### src/rtl/irq_ctrl.sv
// Vectored interrupt controller: latches request edges, takes the highest-priority
// enabled channel at an instruction boundary, stalls two cycles, then vectors the PC.
module irq_ctrl #(
   parameter int                  N_IRQ      = 4,
   parameter int                  PC_WIDTH   = 10,
   parameter logic [PC_WIDTH-1:0] VEC_BASE   = 10'h3C0,
   parameter int                  VEC_STRIDE = 8
) (
   input  logic                clk,
   input  logic                reset,
   input  logic [N_IRQ-1:0]    irq,
   input  logic                ei,
   input  logic                di,
   input  logic                reti,
   input  logic                we_mask,
   input  logic [N_IRQ-1:0]    mask_in,
   input  logic [PC_WIDTH-1:0] pc_next,
   input  logic                z_in,
   input  logic                n_in,
   output logic                stall,
   output logic                push_pc,
   output logic [PC_WIDTH-1:0] ret_pc,
   output logic                load_vec,
   output logic [PC_WIDTH-1:0] vector,
   output logic                flags_restore,
   output logic                z_out,
   output logic                n_out,
   output logic                ie,
   output logic                active,
   output logic [N_IRQ-1:0]    pending,
   output logic [2:0]          irq_id
);

   // state | meaning
   // IDLE  | core runs; takes and reti are evaluated here
   // SAVE  | core stalled; return PC pushed onto the hardware stack
   // JUMP  | core stalled; PC mux forced to the channel vector
   typedef enum logic [1:0] {IDLE, SAVE, JUMP} state_t;

   state_t            state_q, state_d;
   logic [N_IRQ-1:0]  irq_q;
   logic [N_IRQ-1:0]  mask;
   logic [N_IRQ-1:0]  eligible;
   logic [N_IRQ-1:0]  clr;
   logic [2:0]        win;
   logic              take;

   // Descending scan so the lowest eligible index is the one left in win.
   always_comb begin
      eligible = pending & mask;
      win      = 3'd0;
      for (int i = N_IRQ - 1; i >= 0; i--) begin
         if (eligible[i]) win = 3'(i);
      end
      take = (state_q == IDLE) && ie && !di && (|eligible);
      clr  = '0;
      for (int i = 0; i < N_IRQ; i++) begin
         clr[i] = take && (win == 3'(i));
      end
   end

   always_ff @(posedge clk) begin
      if (reset) state_q <= IDLE;
      else       state_q <= state_d;
   end

   always_comb begin
      state_d       = state_q;
      stall         = 1'b0;
      push_pc       = 1'b0;
      load_vec      = 1'b0;
      flags_restore = 1'b0;
      case (state_q)
         IDLE: begin
            flags_restore = reti && active;
            if (take) state_d = SAVE;
         end
         SAVE: begin
            stall   = 1'b1;
            push_pc = 1'b1;
            state_d = JUMP;
         end
         JUMP: begin
            stall    = 1'b1;
            load_vec = 1'b1;
            state_d  = IDLE;
         end
         default: state_d = IDLE;
      endcase
   end

   always_ff @(posedge clk) begin
      if (reset) begin
         irq_q   <= '0;
         pending <= '0;
         mask    <= '0;
         ie      <= 1'b0;
         active  <= 1'b0;
         ret_pc  <= '0;
         irq_id  <= 3'd0;
         z_out   <= 1'b0;
         n_out   <= 1'b0;
      end else begin
         irq_q   <= irq;
         // A fresh edge on the channel being taken re-arms it.
         pending <= (pending & ~clr) | (irq & ~irq_q);
         if (we_mask) mask <= mask_in;
         if (take) begin
            ret_pc <= pc_next;
            irq_id <= win;
            z_out  <= z_in;
            n_out  <= n_in;
            ie     <= 1'b0;
            active <= 1'b1;
         end else if (state_q == IDLE) begin
            if (reti) active <= 1'b0;
            if (di)               ie <= 1'b0;
            else if (ei || reti)  ie <= 1'b1;
         end
      end
   end

   assign vector = VEC_BASE + PC_WIDTH'(int'(irq_id) * VEC_STRIDE);

endmodule

### config.mk
export PLATFORM = sky130hd
export DESIGN_NAME = irq_ctrl
export DESIGN_NICKNAME = d
export VERILOG_FILES = /design/src/rtl/irq_ctrl.sv
export SDC_FILE = /design/constraint.sdc
export NUM_CORES = 1
export LEC_CHECK = 0
export BUFFER_PORTS_ARGS = -buffer_cell sky130_fd_sc_hd__buf_4
export CAP_MARGIN = 20
export CORE_MARGIN = 2
export CORE_UTILIZATION = 46
export DETAILED_ROUTE_END_ITERATION = 8
export PLACE_DENSITY = 0.88
export SYNTH_ARGS = -nofsm -noshare
export SYNTH_HDL_FRONTEND = slang
export SYNTH_SLANG_ARGS = --single-unit
### constraint.sdc
create_clock -name clk -period 1.8 [get_ports clk]
set_input_delay 0.18 -clock clk [delete_from_list [all_inputs] [get_ports clk]]
set_output_delay 0.18 -clock clk [all_outputs]
set_load 0.005 [all_outputs]
-- Word-level counts from Yosys, hierarchy flattened
Cells that the tools add are included.
- register bits after elaboration: 31
- bits of input ports: 26
- output and inout bits: 35
- word-level logic and storage cells: 58
- add/subtract/negate cells: 1
- equality and inequality tests: 6
- multiplexer cells: 15
- bitwise logic cells: 6
- reduce and logical (&&, ||, !) cells: 20
- operator list (cell ; count):
    $and A4 B4 Y4 ; 3
    $mux W1 ; 9
    $mux W3 ; 3
    $add A7 B7 Y8 const A ; 1
    $logic_and A1 B1 Y1 ; 8
    $not A4 Y4 ; 2
    $eq A3 B2 Y1 const B ; 2
    $reduce_bool A2 Y1 ; 3
    $mux W2 ; 2
    $or A4 B4 Y4 ; 1
    $pmux W2 S2 ; 1
    $reduce_and A2 Y1 ; 2
    $reduce_or A2 Y1 ; 2
    $reduce_or A4 Y1 ; 1
    $eq A3 B1 Y1 const B ; 1
    $logic_not A3 Y1 ; 1
    $eq A2 B1 Y1 const B ; 1
    $eq A2 B2 Y1 const B ; 1
    $logic_not A2 Y1 ; 1
    $ne A2 B2 Y1 const B ; 1
    $logic_not A1 Y1 ; 1
    $logic_or A1 B1 Y1 ; 1

-- Logic depth before layout (Yosys ltp)
- depth in word-level cells: 10
- depth in mapped cells: 8
- mapped depth without buffers: 6

-- Worst setup path before layout
Ideal clock, no wire load.
- path type: reg-to-reg
- start: register state_q[0]
- end: register ret_pc[1]
- library setup time: 0.141 ns
- arrival: 1.342 ns
- required time: 1.659 ns
- setup slack: 0.318 ns
- cell stages (with the launch flop): 9
- buffers on the path: 2
- clock period less this slack: 1.482 ns
- path through: dfxtp_1 inv_1 ha_1 nand3b_2 a31o_1 buf_6 buf_12 nand2_2 a21oi_2
- cells in the longest elaborated chain, start to end: 4
- ends and longest elaborated chain (what ; line ; source):
    from (decl) ; 40 ; state_t state_q, state_d;
    from (signal assigned) ; 64 ; else state_q <= state_d;
    $logic_not A2 Y1 ; 55 ; take = (state_q == IDLE) && ie && !di && (|eligible);
    $logic_and A1 B1 Y1 (3 in series) ; 55 ;
    to (signal assigned) ; 109 ; ret_pc <= pc_next;
    to (decl) ; 22 ; output logic [PC_WIDTH-1:0] ret_pc,
Every way passes these cells.
A chain may end at the register's enable or synchronous reset.

-- Final worst setup path
- start: register state_q[0]
- end: output flags_restore
- cells in the longest elaborated chain, start to end: 2
- ends and longest elaborated chain (what ; line ; source):
    $logic_not A2 Y1 ; 73 ; case (state_q)
    $mux W1 ; 73 ;
    to (decl) ; 25 ; output logic flags_restore,
Every way passes these cells.

==> results.json <==
{
  "r2r-end": "state_q[0]",
  "grt_antenna_before_repair": 0,
  "failed_checks": "DRC",
  "area_growth_pct": 27.7,
  "timing.rr.start": "state_q[0]",
  "power_frac_comb": 0.212,
  "min-delay-start": "di",
  "yosys_most_used_dff": "dfxtp_1",
  "switchingPower_w": 0.000399,
  "power.internal_w": 0.00105,
  "max_freq_mhz": 619,
  "post-dp-hpwl_um": 2020,
  "swShare": 0.275,
  "crit_type": "reg -> out",
  "powerDensity_mw_per_mm2": 818,
  "r2r_cells": 6,
  "antennaDiodeCount": 0,
  "rsz0062_at_grt": "false",
  "async_flop_share": 0,
  "synth_area_sq_mm": 0.00139,
  "nets": 228,
  "required_ps": 1620,
  "tns_ps": 0,
  "clk_pin_slew_worst_paths_ps": 90,
  "grt_pass1_vias": 1087,
  "postLayoutCellArea_sq_mm": 0.00177,
  "fin_crit_ps": 1620,
  "drtIter0Drc": 30,
  "numClockSinks": 30,
  "grtUsageTotal": 0.178,
  "row_count": 19,
  "cpMostUsedCell": "buf_4",
  "core_region_area_sq_mm": 0.00281,
  "yosys_warnings": 0,
  "critical_path.max_stage_delay_ps": 360,
  "status": "complete, but fails checks",
  "drv_cap": 0,
  "htreeDepth": 2,
  "crit_chain": "inv_1, ha_1, buf_4, and3_1, buf_4",
  "initial_core_util": 0.495,
  "cts_tree": "done",
  "reg2reg_slack_ps": 270,
  "post_cts_buffers": 0,
  "finalCritPeriodShare": 0.898,
  "final_common_cell": "buf_4",
  "drc_errors": 6,
  "drtAntennaViolNets": 0,
  "grt_max_degree": 32,
  "global_route.overflow_total": 0,
  "viasPerCell": 4.93,
  "io_pins": 61,
  "vias": 1133,
  "avgSynthCellArea_sq_um": 9.32,
  "hold_depth": 2,
  "layout_common_cells": "53 x buf_4, 30 x dfxtp_1, 21 x nand2_1",
  "wire_per_inst_um": 11.9,
  "pwr-share-clk": 0.280,
  "die-width_um": 58.9,
  "placedInstanceArea_sq_mm": 0.00171,
  "worstPathMaxFanout": 6,
  "hold_path_class": "in -> reg",
  "fillers": 252,
  "ys_seq_area_frac": 0.432,
  "portBuffers": 51,
  "hold_path_end": "ie",
  "cts-root-buf": "clkbuf_4",
  "setup_viol": 0,
  "hold_violations": 0,
  "drive_above_1_share": 0.422,
  "die_y_um": 58.9,
  "dieArea_sq_mm": 0.00347,
  "cp-start-kind": "register",
  "grt_pass1_wl_um": 4650,
  "finalClockSkew_ps": 3.16,
  "wirelength_um": 2740,
  "gp_congestion": 0.748,
  "cpMaxStageDelayCell": "dfxtp_1",
  "clock_path_buffers": 2,
  "clk_latency_ps": 320,
  "endpoint_kind": "output pin",
  "power_leakage_nw": 0.793,
  "pwr-share-seq": 0.507,
  "synth_seq_cells": 30,
  "synth_cell_types": 33,
  "synth_cells": 149,
  "critical_path_arrival_ps": 1440,
  "numCtsBuffers": 5,
  "synth-edff-count": 0,
  "drt-pass1-iter-count": 6,
  "peakVddDrop_mv": 0.510,
  "drv_slew": 0
}
[flip-flops by register name, summed over array words and instances (netlist names), 2 cells and up]
name	flops
irq_q	4
pending	4
ret_pc	10
state_q	2
irq_id	2
mask	4
[worst max-delay path by stage]
| stage | slack, ps | to | from |
|---|---|---|---|
| floorplan | 320 | ret_pc[1] | state_q[0] |
| global placement | 80 | state_q[0] | state_q[0] |
| detailed placement | 10 | state_q[0] | state_q[0] |
| CTS | 170 | flags_restore | state_q[0] |
| global route | 60 | state_q[1] | state_q[1] |
| finish | 180 | flags_restore | state_q[0] |
[power groups by stage]
stage	logic [W]	clock network, W	registers (W)
after global routing	0.000348	0.000461	0.000743
after floorplan	0.000185	0	0.000747
after global placement	0.000305	0	0.000750
after detailed placement	0.000310	0	0.000752
after CTS	0.000312	0.000428	0.000736
final	0.000308	0.000407	0.000737
[stage by stage]
| stage | cells | setup slack, ps | power (W) | util | hold WS, ps |
|---|---|---|---|---|---|
| after floorplan | 156 | 318 | 0.000932 | - | 270 |
| final | 230 | 184 | 0.00145 | 0.632 | 63.3 |
| after CTS | 230 | 166 | 0.00148 | 0.632 | 52.6 |
| after global routing | 230 | 63.9 | 0.00155 | 0.632 | 62.9 |
| after global placement | 222 | 75.1 | 0.00105 | 0.611 | 394 |
| after detailed placement | 222 | 9.65 | 0.00106 | 0.611 | 404 |
[cells in the mapped netlist, types with 2 or more instances]
master / number / share of area
dfxtp_1: 30 / 0.43
nand2_1: 21 / 0.057
buf_4: 12 / 0.065
nor2_1: 11 / 0.030
a21oi_1: 10 / 0.036
a21oi_2: 9 / 0.057
nand2_2: 9 / 0.041
nor2b_1: 7 / 0.032
ha_1: 4 / 0.036
inv_1: 4 / 0.011
mux2i_1: 4 / 0.029
nand3_1: 3 / 0.011
buf_1: 2 / 0.0054
conb_1: 2 / 0.0054
nand3b_2: 2 / 0.016
o21ai_0: 2 / 0.0072
[critical path, delay by kind of cell (launching register included)]
kind	cells	cell delay [ps]
buffers and inverters	3	370
flip-flops	1	360
adder cells (fa/ha/maj)	1	220
AND/OR/NAND/NOR	1	160
[cells by family after synthesis]
group / synth area share
AO/OA/AOI/OAI: 0.172
adder cells (fa/ha/maj): 0.0360
buffers and inverters: 0.110
flip-flops: 0.432
multiplexers: 0.0288
other: 0.00541
AND/OR/NAND/NOR: 0.215
[what timing repair did]
| item | 4_1_cts | 5_1_grt |
|---|---|---|
| endpoints found under the setup margin | 2 | 0 |
| resized for setup | 1 | 0 |
| hold buffers | 0 | 0 |
[routing by layer]
metal | part of all wire | up-vias | wire [um] | GRT usage
met5 | 0 | - | 0 | 0
met4 | 0.016 | 0 | 44 | 0.0682
met3 | 0.10 | 5 | 279 | 0.0747
met2 | 0.45 | 44 | 1250 | 0.290
met1 | 0.43 | 507 | 1170 | 0.207
li1 | - | 577 | - | -
[area by class of cell]
cell class                 instances  area (sq um)  area share
timing repair buffer              53           398       0.224
multi-input combinational        104           662       0.373
clock inverter                     1          5.00     0.00282
sequential                        30           601       0.339
clock buffer                       7          55.1      0.0310
inverter                           4          15.0     0.00846
tap                               31          38.8      0.0219
No activity file was read; power rests on OpenSTA's default activity.
